**config.mk**
```make
export PLATFORM = sky130hd
export DESIGN_NAME = v_dpu_valid_ctrl
export DESIGN_NICKNAME = d
export VERILOG_FILES = /design/src/rtl/v_dpu_valid_ctrl.sv
export SDC_FILE = /design/constraint.sdc
export NUM_CORES = 1
export LEC_CHECK = 0
export BUFFER_PORTS_ARGS = -buffer_cell sky130_fd_sc_hd__buf_2
export CAP_MARGIN = 10
export CORE_MARGIN = 10
export CORE_UTILIZATION = 56
export CTS_BUF_LIST = sky130_fd_sc_hd__clkbuf_4
export DETAILED_ROUTE_END_ITERATION = 8
export GPL_TIMING_DRIVEN = 0
export PLACE_DENSITY = 0.88
export SLEW_MARGIN = 20
export SYNTH_ARGS = -nofsm -noshare
export SYNTH_HDL_FRONTEND = slang
export SYNTH_SLANG_ARGS = --single-unit
```
**constraint.sdc**
```tcl
create_clock -name clk_i -period 4.09 [get_ports clk_i]
set_input_delay 0.6135 -clock clk_i [delete_from_list [all_inputs] [get_ports clk_i]]
set_output_delay 0.6135 -clock clk_i [all_outputs]
set_load 0.01 [all_outputs]
```
**src/rtl/v_dpu_valid_ctrl.sv**
```systemverilog
// v_dpu_valid_ctrl
// Sequencer feeding the DPU lane-validity generator. It accepts one vector
// operation at a time, issues a single load, streams one shift beat per
// VLANE_NUM-element group under downstream backpressure, and optionally
// follows with the VLANE_NUM-1 partial-result shifts of a reduction.
// vl_o is captured on start acceptance and held until the next acceptance
// because the generator re-samples it every cycle.
// Optional feature: define V_DPU_VALID_CTRL_ABORT_EN to add abort_i, which
// drops an in-flight operation (LOAD/STREAM/PARTIAL) back to IDLE without
// done_o, suppressing any load/shift in the abort cycle.

module v_dpu_valid_ctrl #(
  parameter int MAX_VL_PER_LANE = 256,
  parameter int VLANE_NUM       = 8,
  localparam int VL_W           = $clog2(VLANE_NUM * MAX_VL_PER_LANE)
) (
  input  logic            clk_i,
  input  logic            rst_i,
  input  logic            start_i,
  output logic            start_ready_o,
  input  logic [VL_W-1:0] vl_i,
  input  logic            reduction_i,
  input  logic            beat_ready_i,
`ifdef V_DPU_VALID_CTRL_ABORT_EN
  input  logic            abort_i,
`endif
  output logic            load_o,
  output logic [VL_W-1:0] vl_o,
  output logic            shift_en_o,
  output logic            shift_partial_o,
  output logic            busy_o,
  output logic            done_o
);

  localparam int LANE_SH = $clog2(VLANE_NUM);
  // One extra bit so a full-length vector (MAX_VL_PER_LANE beats) fits
  localparam int BEAT_W  = $clog2(MAX_VL_PER_LANE) + 1;
  localparam int PART_W  = $clog2(VLANE_NUM);

  localparam logic [2:0] IDLE    = 3'd0;
  localparam logic [2:0] LOAD    = 3'd1;
  localparam logic [2:0] STREAM  = 3'd2;
  localparam logic [2:0] PARTIAL = 3'd3;
  localparam logic [2:0] DONE    = 3'd4;

  logic [2:0]        state_q, state_d;
  logic [VL_W-1:0]   vl_q, vl_d;
  logic              red_q, red_d;
  logic [BEAT_W-1:0] beats_q, beats_d;
  logic [BEAT_W-1:0] beatCnt_q, beatCnt_d;
  logic [PART_W-1:0] partCnt_q, partCnt_d;
  logic [BEAT_W-1:0] beatsCalc;
  logic              lastBeat;
  logic              lastPartial;
  logic              abortHit;

  // Number of lane groups: vl / VLANE_NUM rounded up
  assign beatsCalc = BEAT_W'(vl_q >> LANE_SH) + BEAT_W'(|vl_q[LANE_SH-1:0]);

  assign lastBeat    = (beatCnt_q == (beats_q - BEAT_W'(1)));
  assign lastPartial = (partCnt_q == PART_W'(VLANE_NUM - 2));

`ifdef V_DPU_VALID_CTRL_ABORT_EN
  logic inFlight;
  assign inFlight = (state_q == LOAD) || (state_q == STREAM) || (state_q == PARTIAL);
  assign abortHit = abort_i && inFlight;
`else
  assign abortHit = 1'b0;
`endif

  // Status and generator strobes decode straight from state; strobes are
  // mutually exclusive by construction and squashed in an abort cycle
  assign start_ready_o   = (state_q == IDLE);
  assign busy_o          = (state_q != IDLE);
  assign done_o          = (state_q == DONE);
  assign load_o          = (state_q == LOAD) && !abortHit;
  assign shift_en_o      = (state_q == STREAM) && beat_ready_i && !abortHit;
  assign shift_partial_o = (state_q == PARTIAL) && beat_ready_i && !abortHit;
  assign vl_o            = vl_q;

  // Next-state and counter logic for the operation sequence
  always_comb begin
    state_d   = state_q;
    vl_d      = vl_q;
    red_d     = red_q;
    beats_d   = beats_q;
    beatCnt_d = beatCnt_q;
    partCnt_d = partCnt_q;
    case (state_q)
      IDLE: begin
        if (start_i) begin
          vl_d    = vl_i;
          red_d   = reduction_i;
          state_d = (vl_i == '0) ? DONE : LOAD;
        end
      end
      LOAD: begin
        beats_d   = beatsCalc;
        beatCnt_d = '0;
        state_d   = STREAM;
      end
      STREAM: begin
        if (beat_ready_i) begin
          beatCnt_d = beatCnt_q + BEAT_W'(1);
          if (lastBeat) begin
            partCnt_d = '0;
            state_d   = red_q ? PARTIAL : DONE;
          end
        end
      end
      PARTIAL: begin
        if (beat_ready_i) begin
          partCnt_d = partCnt_q + PART_W'(1);
          if (lastPartial) begin
            state_d = DONE;
          end
        end
      end
      DONE: begin
        state_d = IDLE;
      end
      default: begin
        state_d = IDLE;
      end
    endcase
    if (abortHit) begin
      state_d = IDLE;
    end
  end

  // State registers with synchronous reset
  always_ff @(posedge clk_i) begin
    if (rst_i) begin
      state_q   <= IDLE;
      vl_q      <= '0;
      red_q     <= 1'b0;
      beats_q   <= '0;
      beatCnt_q <= '0;
      partCnt_q <= '0;
    end else begin
      state_q   <= state_d;
      vl_q      <= vl_d;
      red_q     <= red_d;
      beats_q   <= beats_d;
      beatCnt_q <= beatCnt_d;
      partCnt_q <= partCnt_d;
    end
  end

endmodule
```
==> results_dict.tcl <==
set metrics [dict create \
    cpPeakStageDelay_ps 470 \
    instances_no_fill 329 \
    antenna_found_initial 0 \
    multiInputGateArea_um2 1190 \
    grt_setup_unrepaired "false" \
    cts_resized 0 \
    crit_top_cell "buf_2" \
    crit_type "reg2out" \
    fin_ws_ps 1430 \
    nets 304 \
    core-area_um2 3390 \
    setup_viol 0 \
    max_slew_margin_pct 58.7 \
    max_freq_mhz 376 \
    power.leakage_nw 0.931 \
    start_util_pct 58.9 \
    postLayoutCoreUtil_pct 66.8 \
    ant_nets 0 \
    die_y_um 79.7 \
    grt_max_degree 13 \
    worstSkewPairLatency_ps 360 \
    fillers 274 \
    setup_tns_ps 0 \
    r2r_slack_ps 1690 \
    synthCells 244 \
    post-route-min-period_ps 2660 \
    drt-total-wl_um 4510 \
    seq_area_um2 721 \
    num_vias 1791 \
    yosysWarnings 0 \
    fin_skew_ps 11.2 \
    ys_types 51 \
    post-route-cell-area_um2 2260 \
    grt_usage_pct 15.4 \
    cts_hold_buf 0 \
    synth_ff_type "dfxtp_1" \
    hold_viol_final 0 \
    syn_avg_cell_area_um2 8.18 \
    synthArstFlopShare_pct 0 \
    die_w_um 79.7 \
    post_cts_buffers 0 \
    ctsRootBufferMaster "clkbuf_4" \
    io_buffers 31 \
    cts_buffer_depth 2 \
    report.final.slew_viol_count 0 \
    numCtsBuffers 5 \
    period_share_pct 65.1 \
    worst-path-buf-inv 4 \
    place_ws_ps 1720 \
    htree_levels 2 \
    status "finished, final reports clean" \
    antenna_cells 0 \
    syn_to_final_growth_pct 13.5 \
    peakVddDrop_mv 0.361 \
    hold_path.class "reg2reg" \
    num_rows 21 \
    post_drt_wl_per_cell_um 13.7 \
    start_kind "register" \
    critPathMaxFanout 10 \
    drc 0 \
    hpwl_um 3530 \
    via_per_inst 5.44 \
    cts_tree "yes" \
    grt_first_pass_wirelength_um 7870 \
    clk_pin_slew_ps 120 \
    grt_pass1_vias 1861 \
    io-pin-count 33 \
    maxCapViolCount 0 \
    drive_above_1_share_pct 19.1 \
    placed_area_um2 2210 \
    cts_sinks 36 \
    cp_cell_sequence "or3b_2, clkbuf_1, inv_1, buf_2, buf_2" \
    dpl.cell_count 321 \
    power.density_nw_per_um2 544 \
    worstPathArrival_ps 2050 \
    seq_area_frac_synth_pct 36.1 \
    cp-end-kind "output port" \
    required_ps 3480 \
    drt_iter0_drc 77 \
    netlist_area_um2 2000 \
    synth_seq_cells 36 \
    synth_edf_count 0 \
    grt_overflow_total 0 \
    critPathSlowestCell "or3b_2" \
    drt-pass1-iter-count 4 \
    syn_nets 266 \
    crit_family "buffers and inverters" \
    dieArea_um2 6350 \
    tightest_slew_ps 618 \
    gp_congestion 0.837 \
]
## final timing paths
| check | startpoint | to | cells past startpoint |
|---|---|---|---|
| max reg2reg | beats_q[0] | partCnt_q[2] | 8 |
| min | vl_o[1] | vl_o[1] | 2 |
| min reg2reg | vl_o[1] | vl_o[1] | 2 |
| max | state_q[2] | load_o | 5 |
## logic make-up (layout without fill, tap and decap cells)
kind of cell / count (synthesis) / count (layout) / synth area share [%]
mux: 2 / 2 / 1.32
buf+inv: 21 / 60 / 4.45
xor+xnor: 24 / 24 / 10.5
flops: 36 / 36 / 36.1
simple gates: 110 / 110 / 28.2
fa+ha+maj: 6 / 6 / 3.76
compound gates: 45 / 45 / 15.6
## power by group
group	switching [W]	leakage (nW)	internal [W]
sequential	0.0000702	0.293	0.000410
combinational	0.000328	0.613	0.000235
clock	0.000125	0.0249	0.0000646
total	0.000523	0.931	0.000710
## Yosys cell counts (all sizes together), types with 2 or more instances
master / count / area (um^2)
a211oi: 7 / 57.6
a21oi: 22 / 114
and2: 2 / 12.5
and3: 4 / 25.0
and3b: 2 / 17.5
buf: 4 / 25.0
clkbuf: 7 / 26.3
dfxtp: 36 / 721
ha: 6 / 75.1
inv: 10 / 37.5
mux2: 2 / 26.3
nand2: 45 / 169
nand3: 11 / 55.1
nand4: 2 / 12.5
nor2: 19 / 71.3
nor2b: 2 / 12.5
nor3: 6 / 30.0
nor3b: 2 / 15.0
nor4: 5 / 52.6
o21ai: 2 / 10.0
o22ai: 2 / 18.8
o31ai: 2 / 15.0
or2: 2 / 12.5
or3b: 2 / 17.5
xnor2: 14 / 123
xor2: 10 / 87.6
## placed cells by master, fill, tap and decap left out, drive strengths merged, types with 4 or more instances in the layout
cell,count
and3,4
dfxtp,36
a21oi,22
ha,6
nand3,11
xnor2,14
xor2,10
clkbuf,12
nor2,19
buf,35
a211oi,7
nor4,5
inv,10
nor3,6
nand2,45
## stage by stage
step           hold slack [ps]  total power, W
2_1_floorplan              450        0.000899
3_3_place_gp               450         0.00102
3_5_place_dp               467         0.00105
4_1_cts                    482         0.00124
5_1_grt                    466         0.00132
6_report                   478         0.00123
## flip-flops by register name, indices dropped and copies added (netlist names)
register	cells
partCnt_q	3
vl_o	11
state_q	3
beats_q	9
red_q	1
beatCnt_q	9
## worst register-to-register path, stage by stage, from the launching register on
cell,delay (ps)
dfxtp_1,430
inv_1,70
ha_1,270
xnor2_1,170
a211oi_2,250
nand4b_2,170
o31a_1,340
or4_4,490
a21oi_2,130
## area by class of cell
type / count / area share, %
timing repair buffer: 31 / 6.85
tap: 46 / 2.54
clock buffer: 5 / 1.66
buffer: 11 / 2.27
clock inverter: 3 / 0.829
multi-input combinational: 187 / 52.4
inverter: 10 / 1.66
sequential: 36 / 31.8
## metal layers
metal  part of all wire, %  track usage (%)  routed length (um)
met1                    45             16.6                2010
met2                    49             25.1                2210
met3                   5.3             6.87                 241
met4                   1.2             7.35                  52
met5                     0                0                   0
(Power assumes the default switching activity.)
